[src/rtl/mem_issue_queue.sv]
// In-order load/store issue queue: circular buffer of dispatched memory ops with
// branch-mask tracking, mispredict kill (entries become holes), single registered issue.
module mem_issue_queue #(
    parameter int WIDTH_BRM = 4,
    parameter int WIDTH_REG = 5,
    parameter int DEPTH_LOG = 3,
    parameter int WIDTH     = 4*32 + WIDTH_REG + WIDTH_BRM + 18
) (
    input  logic                   i_clk,
    input  logic                   i_rst,
    input  logic                   i_valid,
    output logic                   o_ready,
    input  logic [6:0]             i_uop,
    input  logic [9:0]             i_func,
    input  logic [WIDTH_REG-1:0]   i_rd,
    input  logic [WIDTH_BRM-1:0]   i_brmask,
    input  logic [31:0]            i_pc,
    input  logic [31:0]            i_imm,
    input  logic [31:0]            i_op1,
    input  logic [31:0]            i_op2,
    input  logic                   i_br_valid,
    input  logic [WIDTH_BRM-1:0]   i_br_tag,
    input  logic                   i_br_mispred,
    input  logic                   i_stall,
    output logic [WIDTH-1:0]       o_instr,
    output logic [DEPTH_LOG:0]     o_count,
    output logic                   o_empty
);

    localparam int DEPTH = 2**DEPTH_LOG;

    typedef struct packed {
        logic [6:0]           uop;
        logic [WIDTH_REG-1:0] rd;
        logic [31:0]          pc;
        logic [9:0]           func;
        logic [31:0]          imm;
        logic [31:0]          op2;
        logic [31:0]          op1;
    } payload_t;

    payload_t               payload [DEPTH];
    logic [WIDTH_BRM-1:0]   brmask  [DEPTH];
    logic [DEPTH-1:0]       live;
    logic [DEPTH_LOG-1:0]   head;
    logic [DEPTH_LOG-1:0]   tail;
    logic [DEPTH_LOG:0]     count;

    logic                   br_kill;
    logic [WIDTH_BRM-1:0]   br_clear;
    logic                   has_head;
    logic                   head_live;
    logic                   head_kill;
    logic                   pop;
    logic                   issue;
    logic                   enq_drop;
    logic                   enq;
    payload_t               head_pl;

    assign br_kill   = i_br_valid && i_br_mispred;
    assign br_clear  = (i_br_valid && !i_br_mispred) ? i_br_tag : '0;

    assign has_head  = (count != '0);
    assign head_live = live[head];
    assign head_kill = br_kill && (|(brmask[head] & i_br_tag));
    assign head_pl   = payload[head];

    // A killed live head leaves this edge as a hole, so it pops regardless of stall.
    assign pop       = has_head && (!head_live || head_kill || !i_stall);
    assign issue     = has_head && head_live && !head_kill && !i_stall;

    assign o_ready   = (count != (DEPTH_LOG+1)'(DEPTH));
    assign enq_drop  = br_kill && (|(i_brmask & i_br_tag));
    assign enq       = i_valid && o_ready && !enq_drop;

    assign o_count   = count;
    assign o_empty   = (count == '0);

    always_ff @(posedge i_clk or posedge i_rst) begin
        if (i_rst) begin
            head    <= '0;
            tail    <= '0;
            count   <= '0;
            live    <= '0;
            o_instr <= '0;
            for (int i = 0; i < DEPTH; i++) begin
                brmask[i] <= '0;
            end
        end else begin
            for (int i = 0; i < DEPTH; i++) begin
                if (br_kill && (|(brmask[i] & i_br_tag))) begin
                    live[i] <= 1'b0;
                end
                brmask[i] <= brmask[i] & ~br_clear;
            end
            if (pop) begin
                live[head] <= 1'b0;
                head       <= head + DEPTH_LOG'(1);
            end
            // Tail slot is always free when enq is set, so it never collides with head.
            if (enq) begin
                live[tail]   <= 1'b1;
                brmask[tail] <= i_brmask & ~br_clear;
                tail         <= tail + DEPTH_LOG'(1);
            end
            count <= count + (DEPTH_LOG+1)'(enq) - (DEPTH_LOG+1)'(pop);

            o_instr[WIDTH-1] <= issue;
            if (issue) begin
                o_instr[WIDTH-2:0] <= {head_pl.uop, brmask[head] & ~br_clear, head_pl.rd,
                                       head_pl.pc, head_pl.func, head_pl.imm,
                                       head_pl.op2, head_pl.op1};
            end
        end
    end

    always_ff @(posedge i_clk) begin
        if (enq) begin
            payload[tail] <= '{uop: i_uop, rd: i_rd, pc: i_pc, func: i_func,
                               imm: i_imm, op2: i_op2, op1: i_op1};
        end
    end

endmodule

[config.mk]
export PLATFORM = sky130hd
export DESIGN_NAME = mem_issue_queue
export DESIGN_NICKNAME = d
export VERILOG_FILES = /design/src/rtl/mem_issue_queue.sv
export SDC_FILE = /design/constraint.sdc
export NUM_CORES = 2
export LEC_CHECK = 0
export CAP_MARGIN = 0
export CORE_ASPECT_RATIO = 0.7
export CORE_UTILIZATION = 55
export CTS_CLUSTER_DIAMETER = 60
export DETAILED_ROUTE_END_ITERATION = 10
export PLACE_DENSITY = 0.85
export SETUP_SLACK_MARGIN = 0.02
export SYNTH_ARGS = -nofsm -noshare
export SYNTH_HDL_FRONTEND = slang
export SYNTH_SLANG_ARGS = --single-unit
[constraint.sdc]
create_clock -name i_clk -period 18.8 [get_ports i_clk]
set_clock_uncertainty 0.2 [all_clocks]
set_input_delay 1.88 -clock i_clk [delete_from_list [all_inputs] [get_ports i_clk]]
set_output_delay 1.88 -clock i_clk [all_outputs]
set_load 0.02 [all_outputs]
==> metrics.md <==
| Metric | Value |
|---|---|
| Status | completed |
| TritonCTS Buffers | about 120 |
| CP Max Fanout | 40 |
| Final ANT Viol Nets | 0 |
| Dominant synthesized flop cell | edfxtp_1 |
| Core Rows | 95 |
| Die Ht | between 200 and 300 µm |
| Max-slew violations | 0 |
| CTS Buffer Depth | 3 |
| Crit start category | input port |
| Worst vdd ir | ~0.14 mV |
| Leading area contributor after synthesis | edfxtp_1 |
| Largest net degree at the start of global routing | approximately 160 |
| Post-DP HPWL | approximately 66 mm |
| Critical Path RT | 18,960 ps |
| Met3 Routed Length | 12.0 mm |
| Post-Synth Simple-Gate Area | less than 1% |
| Setup Slack @ Placement | around 12,000 ps |
| Final Worst Setup Slack | about 12,000 ps |
| Met2 WL post-DR | 58.0 mm |
| Clk_lat worst skew | 730 ps |
| Largest family of logic cells by synthesized area | multiplexers |
| Register area | 41,200 µm² |
| # hold bufs at CTS | 0 |
| Sequential share of the synthesized area | between 70% and 80% |
| Core Region | roughly 96,000 µm² |
| # fillers | roughly 6,200 |
| First drt pass iteration count | 6 |
| GP Congestion | roughly 0.87 |
| Share of cells above drive strength 1 | a little under a fifth |
| Critical path class | in2reg |
| Period utilization | roughly a third |
| IO Pins | roughly 330 |
| Rel. slew slack | 20.1% |
| Post-Syn Nets | 2,719 |
| Top post-synthesis cells by area | edfxtp_1, mux4_2, dfrtp_1, mux2i_1, o21ai_0 |
| Final wirelength | approximately 120 mm |
| Vias | ~27,000 |
| Area Overhead vs Synth | 16.3% |
| Die Area | approximately 98,000 µm² |
| Crit path DAT | between 6000 and 7000 ps |
| Mapped Cells | roughly 2,500 |
| Tmin final | approximately 6400 ps |
| Number of enable flip-flop cells after synthesis | 1,200 |
| DR vias/cell | roughly 6.3 |
| Count of final setup violators | 0 |
| Post-Route M1 WL | 48.7 mm |
| Mux share of post-synthesis cell area | 16.6% |
| Drt initial violations | 3,142 |
| First-pass GRT wire length | 181 mm |
| Multi-input gate area | about 12,000 µm² |
| Seq pwr share | 43.7% |
| CTS tree | done |
| Compound-gate portion of the synthesized area | 3.56% |
| Yosys reg bits | between 1,000 and 1,500 |
| Worst hold path class | reg2reg |
| Final number of hold-violating endpoints | 0 |
| XOR/XNOR Fraction of Synth Area | 0.0985% |
| Clock power frac | 26.1% |
| Vias in the first global route | between 20,000 and 30,000 |
| Async SR Flop Fraction | 14.6% |
| Initial Util | approximately 56% |
| Combinational power share | between 30% and 40% |
| Top cell type's share of synthesized area | between 60% and 70% |
| Cell internal pwr | around 6.7 mW |
| Sw power | a little over 3 mW |
| RSZ-0062 raised after global routing | no |
| Nets | slightly above 3,000 |
| Syn. warnings | 0 |
| Syn Std Cell Area | 53,300 µm² |
| Setup_tns | 0 ps |
| All-Layer GR Usage | ~25% |
| Die width | ~370 µm |
| Max-cap violation count | 0 |
| Clock Tree Root | clkbuf_16 |
| Synth Area in Adders | 0.225% |
| PwrDens | roughly 160 nW/µm² |
| Clock transition at the registers of the reported paths | 70 ps |
| Highest metal used | met5 |
| Crit end category | register |
| Leak pwr | 20.8 nW |
| IO buf count | approximately 320 |
| Drt drc | 0 |
| Fmax | between 0.15 and 0.2 GHz |
| Initial antenna violation count | 33 |
| Cell variety after synth | 48 |
| Clock sinks | 1,405 |
| Area after DPL | between 50,000 and 60,000 µm² |
| Net Sw Frac | a little under a third |
| Worst Tran Pin Value | roughly 1200 ps |
| Post-synthesis average cell area | between 20 and 25 µm² |
| Avg WL per Cell | around 29 µm |
| # H-tree levels | 3 |
| Finished Cell Area | roughly 62,000 µm² |
| Post-CTS setup buffer count | 0 |
| Overflow after GRT | 0 |
| CTS resizes | 0 |
metrics by stage:
step	total power [mW]	utilization [%]	hold slack, ps	cells
global route	10.1	64.6	308	4249
floorplan	6.24	-	303	2546
CTS	9.80	64.6	290	4244
global placement	7.13	60.3	263	4014
detailed placement	7.25	60.3	276	4014
finish	9.74	64.6	287	4253
worst max-delay path: stages:
cell and delay, ps:
clkdlybuf4s50_1 650, a22oi_1 290, a21oi_1 240, nor2_1 580
nor4bb_4 950, buf_4 570, buf_4 640, buf_4 670
state kept, by name, summed over array words and instances, names as in the netlist:
| register | cells |
|---|---|
| brmask | 32 |
| head | 3 |
| live | 8 |
| o_count | 4 |
| o_instr | 155 |
| payload | 1200 |
| tail | 3 |
synthesized netlist by cell type (2+ instances only):
cell type and instances:
edfxtp_1 1200, mux4_2 301, o21ai_0 241, dfrtp_1 205
mux2i_1 195, clkbuf_1 108, o21ai_1 68, nor2_1 41
buf_2 33, a21oi_1 18, a22o_1 16, nand2_1 13
buf_6 10, inv_1 10, ha_1 8, buf_1 7
mux2_2 7, and2_1 6, nor4_1 6, a22oi_1 5
nor2b_1 4, nor3_1 4, a21o_1 3, mux2_1 3
xnor2_1 3, xor2_1 3, and4b_1 2, nand2b_1 2
nor4b_1 2, nor4b_2 2, nor4bb_1 2, or3b_2 2
worst paths after layout:
check,end,slack (ps),from,cells past startpoint
setup / recovery,payload[4][25],12410,i_brmask[1],8
max in group asynchronous,head[2],14570,i_rst,4
min in group asynchronous,o_instr[110],1480,i_rst,2
setup reg to reg,o_instr[67],13190,head[0],7
hold reg to reg,o_instr[143],290,o_instr[143],1
hold / removal,o_instr[143],290,o_instr[143],1
layer usage:
layer,global-route usage (%),vias up
li1,-,11100
met1,35.3,14100
met2,38.7,1396
met3,7.00,221
met4,7.38,34
met5,0,-
power groups by stage:
| stage | registers [mW] | logic [mW] | clock network (mW) |
|---|---|---|---|
| after CTS | 4.25 | 2.97 | 2.58 |
| final | 4.25 | 2.94 | 2.54 |
| after global routing | 4.30 | 3.14 | 2.69 |
| after global placement | 4.27 | 2.86 | 0 |
| after floorplan | 4.41 | 1.83 | 0 |
| after detailed placement | 4.31 | 2.94 | 0 |
kinds of logic (layout without fill, tap and decap cells):
kind of cell             count (synthesis)  in the layout
AO/OA/AOI/OAI                          358            358
adder cells (fa/ha/maj)                  9              9
buffers and inverters                  169            606
flip-flops                            1405           1405
multiplexers                           506            506
XOR/XNOR                                 6              6
AND/OR/NAND/NOR                         93             93
other                                    0              9
layout by cell type, fill, tap and decap left out, types with 7 or more instances in the layout:
cell / n
nand2_1: 13
mux2_2: 7
mux2i_1: 195
clkinv_1: 10
dfrtp_1: 202
a22o_1: 16
inv_1: 9
nor2_1: 41
ha_1: 8
clkbuf_8: 12
bufinv_16: 13
o21ai_1: 68
clkbuf_1: 39
edfxtp_1: 1200
diode_2: 9
buf_4: 37
clkdlybuf4s50_1: 324
o21ai_0: 241
clkbuf_16: 121
clkinv_2: 14
mux4_2: 301
a21oi_1: 18
inv_6: 7
final cells by class:
type                    count  share of cell area, %
flip-flops and latches   1405                   66.4
well taps                1261                   2.54
diodes                      9                 0.0363
clock inverters            58                   1.22
inverters                  11                 0.0787
clock buffers             172                   5.38
multi-input cells         972                   18.6
repair buffers            365                   5.80
Power figures use the tool's default switching activity.
